===== config.mk =====
export PLATFORM = sky130hd
export DESIGN_NAME = uart_rx_fifo
export DESIGN_NICKNAME = d
export VERILOG_FILES = /design/src/rtl/uart_pkg.sv /design/src/rtl/uart_byte_fifo.sv /design/src/rtl/uart_rx_fifo.sv
export SDC_FILE = /design/constraint.sdc
export NUM_CORES = 1
export LEC_CHECK = 0
export CORE_MARGIN = 10
export CORE_UTILIZATION = 50
export CTS_CLUSTER_SIZE = 10
export DETAILED_ROUTE_END_ITERATION = 6
export PLACE_DENSITY = 0.76
export SETUP_SLACK_MARGIN = 0.15
export SYNTH_ARGS = -nofsm -noshare
export SYNTH_HDL_FRONTEND = slang
export SYNTH_SLANG_ARGS = --single-unit

===== constraint.sdc =====
create_clock -name clk -period 4.9 [get_ports clk]
set_clock_uncertainty 0.1 [all_clocks]
set_input_delay 1.225 -clock clk [delete_from_list [all_inputs] [get_ports clk]]
set_output_delay 1.225 -clock clk [all_outputs]
set_load 0.02 [all_outputs]

===== src/rtl/uart_pkg.sv =====
//------------------------------------------------------------------------------
// Module  : uart_pkg
// Brief   : Shared constants and capture-state encoding for the UART RX path.
// Rev     : 1.0
//------------------------------------------------------------------------------
`default_nettype none

package uart_pkg;

   localparam int         UART_DATA_W  = 8;
   localparam logic [7:0] DROP_CNT_MAX = 8'hFF;

   typedef enum logic [1:0] {
      CAP_IDLE = 2'd0,
      CAP_ACK  = 2'd1,
      CAP_WAIT = 2'd2
   } cap_state_t;

endpackage

`default_nettype wire


===== src/rtl/uart_byte_fifo.sv =====
//------------------------------------------------------------------------------
// Module  : uart_byte_fifo
// Brief   : First-word-fall-through synchronous byte FIFO with occupancy count.
// Rev     : 1.0
//------------------------------------------------------------------------------
`default_nettype none

module uart_byte_fifo
   import uart_pkg::*;
#(
   parameter int DEPTH  = 16,
   parameter int ADDR_W = 4
) (
   input  logic                   clk,
   input  logic                   rst,
   input  logic                   push,
   input  logic [UART_DATA_W-1:0] push_data,
   input  logic                   pop,
   output logic [UART_DATA_W-1:0] head_data,
   output logic [ADDR_W:0]        count,
   output logic                   full,
   output logic                   empty
);

   localparam logic [ADDR_W:0] DEPTH_CNT = (ADDR_W + 1)'(DEPTH);
   localparam logic [ADDR_W:0] CNT_ONE   = (ADDR_W + 1)'(1);
   localparam logic [ADDR_W-1:0] PTR_ONE = ADDR_W'(1);

   logic [UART_DATA_W-1:0] mem [DEPTH];
   logic [ADDR_W-1:0]      wr_ptr;
   logic [ADDR_W-1:0]      rd_ptr;
   logic                   do_push;
   logic                   do_pop;

   assign full      = (count == DEPTH_CNT);
   assign empty     = (count == '0);
   assign do_push   = push && !full;
   assign do_pop    = pop && !empty;
   assign head_data = mem[rd_ptr];

   // Storage is deliberately left out of reset; only the bookkeeping clears.
   always_ff @(posedge clk) begin
      if (do_push) begin
         mem[wr_ptr] <= push_data;
      end
   end

   always_ff @(posedge clk) begin
      if (rst) begin
         wr_ptr <= '0;
         rd_ptr <= '0;
         count  <= '0;
      end else begin
         if (do_push) begin
            wr_ptr <= wr_ptr + PTR_ONE;
         end
         if (do_pop) begin
            rd_ptr <= rd_ptr + PTR_ONE;
         end
         case ({do_push, do_pop})
            2'b10:   count <= count + CNT_ONE;
            2'b01:   count <= count - CNT_ONE;
            default: count <= count;
         endcase
      end
   end

endmodule

`default_nettype wire


===== src/rtl/uart_rx_fifo.sv =====
//------------------------------------------------------------------------------
// Module  : uart_rx_fifo
// Brief   : Captures UART receiver bytes with an RDN handshake into a FWFT FIFO.
// Rev     : 1.0
//------------------------------------------------------------------------------
`default_nettype none

module uart_rx_fifo
   import uart_pkg::*;
#(
   parameter int DEPTH  = 16,
   parameter int ADDR_W = 4
) (
   input  logic                   clk,
   input  logic                   rst,
   input  logic [UART_DATA_W-1:0] rx_data,
   input  logic                   rx_ready,
   output logic                   rx_rdn,
   output logic [UART_DATA_W-1:0] m_data,
   output logic                   m_valid,
   input  logic                   m_ready,
   output logic [ADDR_W:0]        count,
   output logic                   full,
   output logic                   empty,
   output logic                   overrun,
   output logic [7:0]             drop_cnt,
   input  logic                   clr_ovr
);

   cap_state_t state;
   logic       capture;
   logic       push;
   logic       drop;
   logic       pop;

   // A byte is taken only on entry from IDLE, so a held RX_READY yields one push.
   assign capture = (state == CAP_IDLE) && rx_ready;
   assign push    = capture && !full;
   assign drop    = capture && full;
   assign m_valid = !empty;
   assign pop     = m_valid && m_ready;

   uart_byte_fifo #(
      .DEPTH  (DEPTH),
      .ADDR_W (ADDR_W)
   ) u_fifo (
      .clk       (clk),
      .rst       (rst),
      .push      (push),
      .push_data (rx_data),
      .pop       (pop),
      .head_data (m_data),
      .count     (count),
      .full      (full),
      .empty     (empty)
   );

   always_ff @(posedge clk) begin
      if (rst) begin
         state  <= CAP_IDLE;
         rx_rdn <= 1'b1;
      end else begin
         case (state)
            CAP_IDLE: begin
               rx_rdn <= 1'b1;
               if (rx_ready) begin
                  state  <= CAP_ACK;
                  rx_rdn <= 1'b0;
               end
            end
            CAP_ACK: begin
               state  <= CAP_WAIT;
               rx_rdn <= 1'b1;
            end
            CAP_WAIT: begin
               rx_rdn <= 1'b1;
               if (!rx_ready) begin
                  state <= CAP_IDLE;
               end
            end
            default: begin
               state  <= CAP_IDLE;
               rx_rdn <= 1'b1;
            end
         endcase
      end
   end

   // A drop coinciding with a clear restarts the tally at one.
   always_ff @(posedge clk) begin
      if (rst) begin
         overrun  <= 1'b0;
         drop_cnt <= '0;
      end else if (drop) begin
         overrun <= 1'b1;
         if (clr_ovr) begin
            drop_cnt <= 8'd1;
         end else if (drop_cnt != DROP_CNT_MAX) begin
            drop_cnt <= drop_cnt + 8'd1;
         end
      end else if (clr_ovr) begin
         overrun  <= 1'b0;
         drop_cnt <= '0;
      end
   end

endmodule

`default_nettype wire


# Word level (Yosys, flattened, before mapping)
# Memory sizes are Yosys's and may differ from the RTL's. A register that Yosys moved wholly into a read port is not among the register bits.
# Index checks and enable logic that the tools add are counted.
[word_totals]
register_bits = 25
ramBits = 128
inputBits = 13
output_inout_bits = 26
elab_cells = 53
n_memories = 1
[memory_table]
columns = ["name", "depth", "word_bits", "read_ports", "rd_ports_with_merged_regs", "wr", "line", "rtl"]
rows = [
  ["u_fifo.mem", 16, 8, 1, 1, 1, "uart_byte_fifo.sv:29", "logic [UART_DATA_W-1:0] mem [DEPTH];"],
]
[classes]
add_sub_neg = 5
n_eq_ne = 8
mux = 15
bitwise = 1
reduce_logical = 16
[ops]
columns = ["operator", "count"]
rows = [
  ["$mux W8", 4],
  ["$pmux W5 S2", 1],
  ["$add A4 B1 Y4 const B", 2],
  ["$add A8 B1 Y8 const B", 1],
  ["$mux W4", 2],
  ["$ne A8 B8 Y1 const B", 1],
  ["$logic_and A1 B1 Y1", 6],
  ["$pmux W2 S3", 1],
  ["$reduce_bool A2 Y1", 3],
  ["$add A5 B1 Y5 const B", 1],
  ["$eq A5 B5 Y1 const B", 1],
  ["$logic_not A5 Y1", 1],
  ["$mux W1", 5],
  ["$sub A5 B1 Y5 const B", 1],
  ["$eq A2 B1 Y1 const B", 2],
  ["$eq A2 B2 Y1 const B", 2],
  ["$mux W2", 2],
  ["$ne A2 B2 Y1 const B", 2],
  ["$reduce_and A2 Y1", 2],
  ["$logic_not A1 Y1", 2],
  ["$logic_not A2 Y1", 1],
  ["$reduce_or A2 Y1", 1],
  ["$not A1 Y1", 1],
]

# Longest topological paths before layout
# Gate-level depths: netlist (run 1).
[logic_depth]
ltp_word = 6
ltp_mapped = 13
mapped_depth_nobuf = 10

# By module
# Synthesis (run 1) repeated with hierarchy kept, for this count alone.
[hier_totals]
hier_cells = 376
hier_area_um2 = 6606.3
[by_module_without_submodules]
columns = ["module", "instances", "cells_each", "area_each_um2"]
rows = [
  ["uart_byte_fifo", 1, 305, 5974.5],
  ["uart_rx_fifo", 1, 71, 631.9],
]

# Least setup slack after synthesis (run 1)
# OpenSTA, ideal clock, no wires.
[synth_timing]
path_kind = "input-to-reg"
start = "in rx_ready"
end = "reg u_fifo.count[2]"
t_arrival_ps = 3829
required_ps = 4730
setup_slack_ps = 901
cell_stages = 11
path_cell_list = "or3b_2 > a21oi_1 > inv_1 > ha_1 > clkbuf_1 > xor2_1 > ha_1 > nor4b_1 > nor3b_1 > or4_1 > a21oi_1"
[synth_between]
elab_chain_len = 5
elab_cells_between_ends = 7
classes_between = "2 x eq/ne; 1 x mux; 4 x reduce/logical"
[synth_rtl]
columns = ["item", "line", "rtl"]
rows = [
  ["from (decl)", "uart_rx_fifo.sv:17", "input logic rx_ready,"],
  ["$logic_and A1 B1 Y1 *", "uart_rx_fifo.sv:37", "assign capture = (state == CAP_IDLE) && rx_ready;"],
  ["$logic_and A1 B1 Y1 *", "uart_rx_fifo.sv:38", "assign push = capture && !full;"],
  ["$logic_and A1 B1 Y1 *", "uart_byte_fifo.sv:37", "assign do_push = push && !full;"],
  ["$eq A2 B1 Y1 or $eq A2 B2 Y1 (tied branches)", "uart_byte_fifo.sv:60", "case ({do_push, do_pop})"],
  ["$pmux W5 S2 or $reduce_bool A2 Y1 (tied branches)", "--", ""],
  ["to (signal assigned)", "uart_byte_fifo.sv:61", "2'b10: count <= count + CNT_ONE;"],
  ["to (signal assigned)", "uart_byte_fifo.sv:62", "2'b01: count <= count - CNT_ONE;"],
  ["to (signal assigned)", "uart_byte_fifo.sv:63", "default: count <= count;"],
  ["to (decl)", "uart_byte_fifo.sv:20", "output logic [ADDR_W:0] count,"],
]
# Every way passes the cells marked *; elsewhere a longest branch is shown, timed or not.
# A chain may end at the register's enable or synchronous reset.

==> impl_metrics.json, run 1 <==
{
  "path_class": "reg2out",
  "drc": 0,
  "end_kind": "primary output",
  "die_x_um": 133.3,
  "cts_hold_buf": 0,
  "synthCells": 366,
  "yosysTopAreaCellShare_pct": 59.91,
  "vdd_drop_max_mv": 0.3809,
  "cts_buffers": 17,
  "avgSynthCellArea_um2": 17.53,
  "area_growth_pct": 19.09,
  "start_util_pct": 50.84,
  "hold_path_class": "reg2reg",
  "vias_per_cell": 5.705,
  "startpoint_type": "register",
  "die_y_um": 133.3,
  "fin_crit_sh_pct": 88.01,
  "cts_tree": "built",
  "p_leak_uw": 0.002454,
  "rsz0062_at_grt": "no",
  "cts_sinks": 157,
  "outcome": "finished, final reports clean",
  "drive_gt1_share_pct": 23.68,
  "wl_um": 13030,
  "gp_congestion": 0.8378,
  "finalSetupTns_ns": 0,
  "yosysSeqAreaShare_pct": 68.95,
  "syn_nets": 388,
  "yosysWarnings": 0,
  "power.density_mw_per_mm2": 474.3,
  "ios": 39,
  "grt_pass1_vias": 3623,
  "placed_area_mm2": 0.007083,
  "fillers": 948,
  "worst_pin_slew_ns": 1.001,
  "arrival_ns": 2.99,
  "fin_area_mm2": 0.007641,
  "gr-total-overflow": 0,
  "n_antenna_cell": 0,
  "io_buffers": 38,
  "ctsResizeCount": 0,
  "max_cap_violations": 0,
  "grtUsageTotal_pct": 15.42,
  "grt_max_degree": 33,
  "cp_data_required_time_ns": 3.58,
  "vias": 3463,
  "cts.path.max_buffers": 2,
  "cts.clk_slew.worst_paths_ns": 0.07,
  "syn_area_mm2": 0.006416,
  "clk_latency_ns": 0.42,
  "relSlewSlack_pct": 33.01,
  "setup_violations": 0,
  "drv_slew": 0,
  "synth_largest_area_cell": "edfxtp_1",
  "ys_async_sr_fraction_pct": 0,
  "wl_per_cell_um": 21.46,
  "synth-seq-cells": 157,
  "finalCriticalPeriod_ns": 4.312,
  "dpl.hpwl_um": 8222,
  "floorplan.rows": 41,
  "cts.root.buffer_cell": "clkbuf_16",
  "synthTopCellsByArea": "edfxtp_1 (60%), mux4_2 (14%), dfxtp_1 (9.0%)",
  "synth_cell_type_count": 50,
  "worstPathMaxFanout": 16,
  "synth-main-ff-cell": "edfxtp_1",
  "fin_nets": 444,
  "cts_setup_buffers": 0,
  "whs_ns": 0.3821,
  "h-tree-depth": 4,
  "first_pass_iters": 4,
  "max_clock_freq_mhz": 231.9,
  "dieArea_mm2": 0.01776,
  "grt_pass1_wl_um": 20600,
  "core-area_mm2": 0.01262,
  "antenna_found_initial": 0,
  "synth_edf_count": 128,
  "ant_nets": 0,
  "drt_iter0_drc": 233,
  "final-hold-violation-count": 0
}
[layer usage]
metal	vias up	GRT usage (%)	part of all wire (%)
li1	1575	-	-
met1	1764	18.39	41
met5	-	0	0
met3	26	4.737	5.5
met4	0	7.074	2.4
met2	98	25.14	51
[metrics by stage]
step	util (%)	instances	setup slack [ns]	total power, µW
after floorplan	-	366	0.9012	2141
after CTS	60.55	607	0.5031	3663
after global routing	60.55	607	0.4126	3778
final	60.55	607	0.5876	3624
after global placement	56.13	575	0.7107	2400
after detailed placement	56.13	575	0.5948	2420
[state kept, by name (all words and copies together), names as in the netlist, named ones only]
signal         count
rx_rdn             1
drop_cnt           8
state              2
u_fifo.mem       128
u_fifo.rd_ptr      4
u_fifo.count       5
u_fifo.wr_ptr      4
overrun            1
[layout by cell type, fill, tap and decap left out, types with 2 or more instances in the layout]
cell               n
clkinv_2           5
mux2i_1            3
ha_1               9
o211ai_1           3
nand3b_1           4
clkdlybuf4s50_1   38
clkinvlp_4         2
nor3_1             5
o31ai_1            5
or3b_2             2
clkbuf_1           2
nand2_1            7
o21ai_0            3
or4_1              5
clkinv_4           2
inv_1              8
nor2_1            30
clkinv_1           2
nand3_1            4
clkbuf_16         17
mux4_2            40
a21oi_1           13
xor2_1             6
o21a_1             2
nor4b_1            2
bufinv_16          2
or3_1              2
nand4_1            3
nor3b_1            2
buf_4             19
xnor2_1            4
dfxtp_1           28
nand2b_1           5
edfxtp_1         128
[kinds of logic after synthesis]
kind of cell    synth area share, %
flops                         68.95
fa+ha+maj                     1.755
xor+xnor                      1.365
compound gates                4.095
mux                           14.68
buf+inv                       1.911
simple gates                  7.235
[synth_stat cells, types with 2 or more instances]
cell type / instances
nor3b_1: 2
nor3_1: 5
nand4_1: 3
o211ai_1: 3
buf_1: 3
or3b_2: 2
nand2_1: 7
or3_1: 2
or4_1: 5
nor4b_1: 2
o21a_1: 2
clkbuf_1: 12
xor2_1: 6
ha_1: 9
mux4_2: 40
nor2_1: 30
nand3_1: 4
o21ai_0: 3
inv_1: 8
nand3b_1: 4
a21oi_1: 13
edfxtp_1: 128
mux2i_1: 3
dfxtp_1: 29
xnor2_1: 4
nand2b_1: 5
buf_2: 5
o31ai_1: 5
[worst paths after layout]
kind,startpoint,endpoint,slack [ns],cells past startpoint
max,register,m_data[4],0.59,4
min,overrun$_SDFFE_PP0P_,overrun$_SDFFE_PP0P_,0.38,2
max reg2reg,u_fifo.count[1]$_SDFFE_PP0P_,u_fifo.count[2]$_SDFFE_PP0P_,1.47,10
min reg2reg,overrun$_SDFFE_PP0P_,overrun$_SDFFE_PP0P_,0.38,2
[power breakdown]
group	switching [µW]	internal (µW)
clock network	499	741
logic	396	404
registers	85.7	1500
[worst max-delay path, cell delays in order, from the launching register on]
cell and delay, ns:
dfxtp_2 0.71, buf_4 0.29, mux4_2 0.52, mux4_2 0.49
clkdlybuf4s50_1 0.56
[cell type report]
type	count	area, µm²	area share, %
clock inverters	13	125.1	1.637
flip-flops and latches	157	4425	57.92
repair buffers	58	543.0	7.107
multi-input cells	180	1869	24.46
well taps	172	215.2	2.816
clock buffers	19	432.9	5.666
inverters	8	30.03	0.3930
Power figures use the tool's default switching activity.
==> run 2, diff against run 1 <==
CAP_MARGIN = 20   (was default)
CORE_MARGIN = 2   (was 10)
==> impl_metrics.json, run 2 (synthesized netlist as in run 1, its figures left out) <==
{
  "n_antenna_cell": 0,
  "max_stage_delay_ns": 0.59,
  "worst_pin_slew_ns": 0.8355,
  "ant_nets": 0,
  "fin_total_pwr_uw": 3756,
  "drt_iter0_drc": 296,
  "h-tree-depth": 4,
  "arrival_ns": 2.68,
  "setup_violations": 0,
  "vdd_drop_max_mv": 0.3940,
  "fin_nets": 435,
  "drc": 0,
  "grt_pass1_vias": 3521,
  "antenna_found_initial": 0,
  "dp.cells": 566,
  "dieArea_mm2": 0.01375,
  "drive_gt1_share_pct": 22.30,
  "relSlewSlack_pct": 44.09,
  "path_class": "reg2out",
  "die_y_um": 117.3,
  "cts.root.buffer_cell": "clkbuf_16",
  "rsz0062_at_grt": "no",
  "layout_commonest_cell": "edfxtp_1",
  "min_path_cells": 2,
  "critical_path.top_delay_family": "multiplexers",
  "final-hold-violation-count": 0,
  "max_cap_violations": 0,
  "wl_per_cell_um": 20.24,
  "outcome": "finished, final reports clean",
  "floorplan.rows": 41,
  "grt_max_degree": 33,
  "grt_pass1_wl_um": 19420,
  "worstPathMaxFanout": 32,
  "reg2reg_from": "u_fifo.count[1]$_SDFFE_PP0P_",
  "max_clock_freq_mhz": 249.5,
  "path_buf_inv": 2,
  "critical_path.slowest_cell": "clkdlybuf4s50_1",
  "grtUsageTotal_pct": 19.46,
  "hold_path_class": "reg2reg",
  "area_growth_pct": 19.01,
  "p_switching_uw": 1001,
  "pwr-share-seq_pct": 41.6,
  "clkPwrFrac_pct": 36.4,
  "p_sw_share_pct": 26.66,
  "dpl.hpwl_um": 7878,
  "power.density_mw_per_mm2": 491.9,
  "cts_hold_buf": 0,
  "die_x_um": 117.3,
  "first_pass_iters": 4,
  "wl_um": 12100,
  "core-area_mm2": 0.01257,
  "startpoint_type": "register",
  "cts.clk_slew.worst_paths_ns": 0.06,
  "finalSetupTns_ns": 0,
  "gr-total-overflow": 0,
  "min_to": "overrun$_SDFFE_PP0P_",
  "io_buffers": 38,
  "clk_latency_ns": 0.42,
  "cts.path.max_buffers": 2,
  "cp_data_required_time_ns": 3.58,
  "largest_register_ffs": 128,
  "p_leak_uw": 0.002430,
  "top_regs": "u_fifo.mem: 128 flops, drop_cnt: 8 flops, u_fifo.count: 5 flops",
  "utilization_pct": 60.76,
  "gp_congestion": 0.8818,
  "path_cells": "buf_12 > mux4_2 > mux4_2 > clkdlybuf4s50_1",
  "reg2reg_to": "u_fifo.count[2]$_SDFFE_PP0P_",
  "ctsResizeCount": 0,
  "fin_crit_sh_pct": 81.79,
  "rrSetupSlack_ns": 1.47,
  "final_cells": 598,
  "rr_worst_depth": 10,
  "drv_slew": 0,
  "vias_per_cell": 5.697,
  "vias": 3407,
  "cts_tree": "built",
  "crit_path_frequent_cell": "mux4_2",
  "p_int_uw": 2755,
  "finalCriticalPeriod_ns": 4.008,
  "ios": 39,
  "min-delay-start": "overrun$_SDFFE_PP0P_",
  "whs_ns": 0.3945,
  "cts_buffers": 17,
  "start_util_pct": 51.05,
  "cts_setup_buffers": 0,
  "end_kind": "primary output",
  "max_flop_register": "u_fifo.mem",
  "cts_sinks": 157,
  "combPwrFrac_pct": 22.0,
  "final_cell_mix": "edfxtp_1 (128), mux4_2 (40), clkdlybuf4s50_1 (38)"
}
[run 2: routing by layer]
layer | up-vias | wire length, µm | track usage, %
li1 | 1562 | - | -
met1 | 1712 | 4991 | 24.51
met2 | 121 | 6339 | 33.14
met3 | 12 | 619 | 5.510
met4 | 0 | 150 | 5.569
met5 | - | 0 | 0
[run 2: metrics by stage]
stage	worst slack, ns	instance area (µm²)
detailed placement	0.5691	7015
global route	0.7961	7636
finish	0.8922	7636
floorplan	0.9012	6416
global placement	0.7055	7015
CTS	0.8721	7636
[run 2: power by group through the flow]
stage | combinational [µW] | clock (µW) | sequential (µW)
finish | 827 | 1370 | 1560
global route | 895 | 1440 | 1570
detailed placement | 827 | 0 | 1590
CTS | 836 | 1380 | 1560
global placement | 805 | 0 | 1590
floorplan | 560 | 0 | 1580
[run 2: how the worst max path moves through the flow]
stage | startpoint | to | slack (ns) | cells after the start
6_report | register | m_data[2] | 0.89 | 4
5_1_grt | rx_ready | u_fifo.count[2]$_SDFFE_PP0P_ | 0.80 | 11
4_1_cts | register | m_data[2] | 0.87 | 4
3_5_place_dp | rx_ready | u_fifo.count[2]$_SDFFE_PP0P_ | 0.57 | 11
3_3_place_gp | rx_ready | u_fifo.count[2]$_SDFFE_PP0P_ | 0.71 | 11
2_1_floorplan | rx_ready | u_fifo.count[2]$_SDFFE_PP0P_ | 0.90 | 11
[run 2: layout make-up]
cell class	count	area [µm²]
fillers	882	4932
well taps	172	215.2
inverters	8	30.03
clock inverters	14	191.4
flip-flops and latches	157	4425
repair buffers	49	475.5
multi-input cells	180	1869
clock buffers	18	429.2
[run 2: worst register-to-register path: stages (launching register included)]
cell and delay (ns):
dfxtp_1 0.43, or4_2 0.81, o21ai_2 0.24, inv_1 0.08, ha_1 0.23, xor2_1 0.15, ha_1 0.24, nor4b_1 0.38
nor3b_1 0.13, or4_1 0.42, a21oi_1 0.14
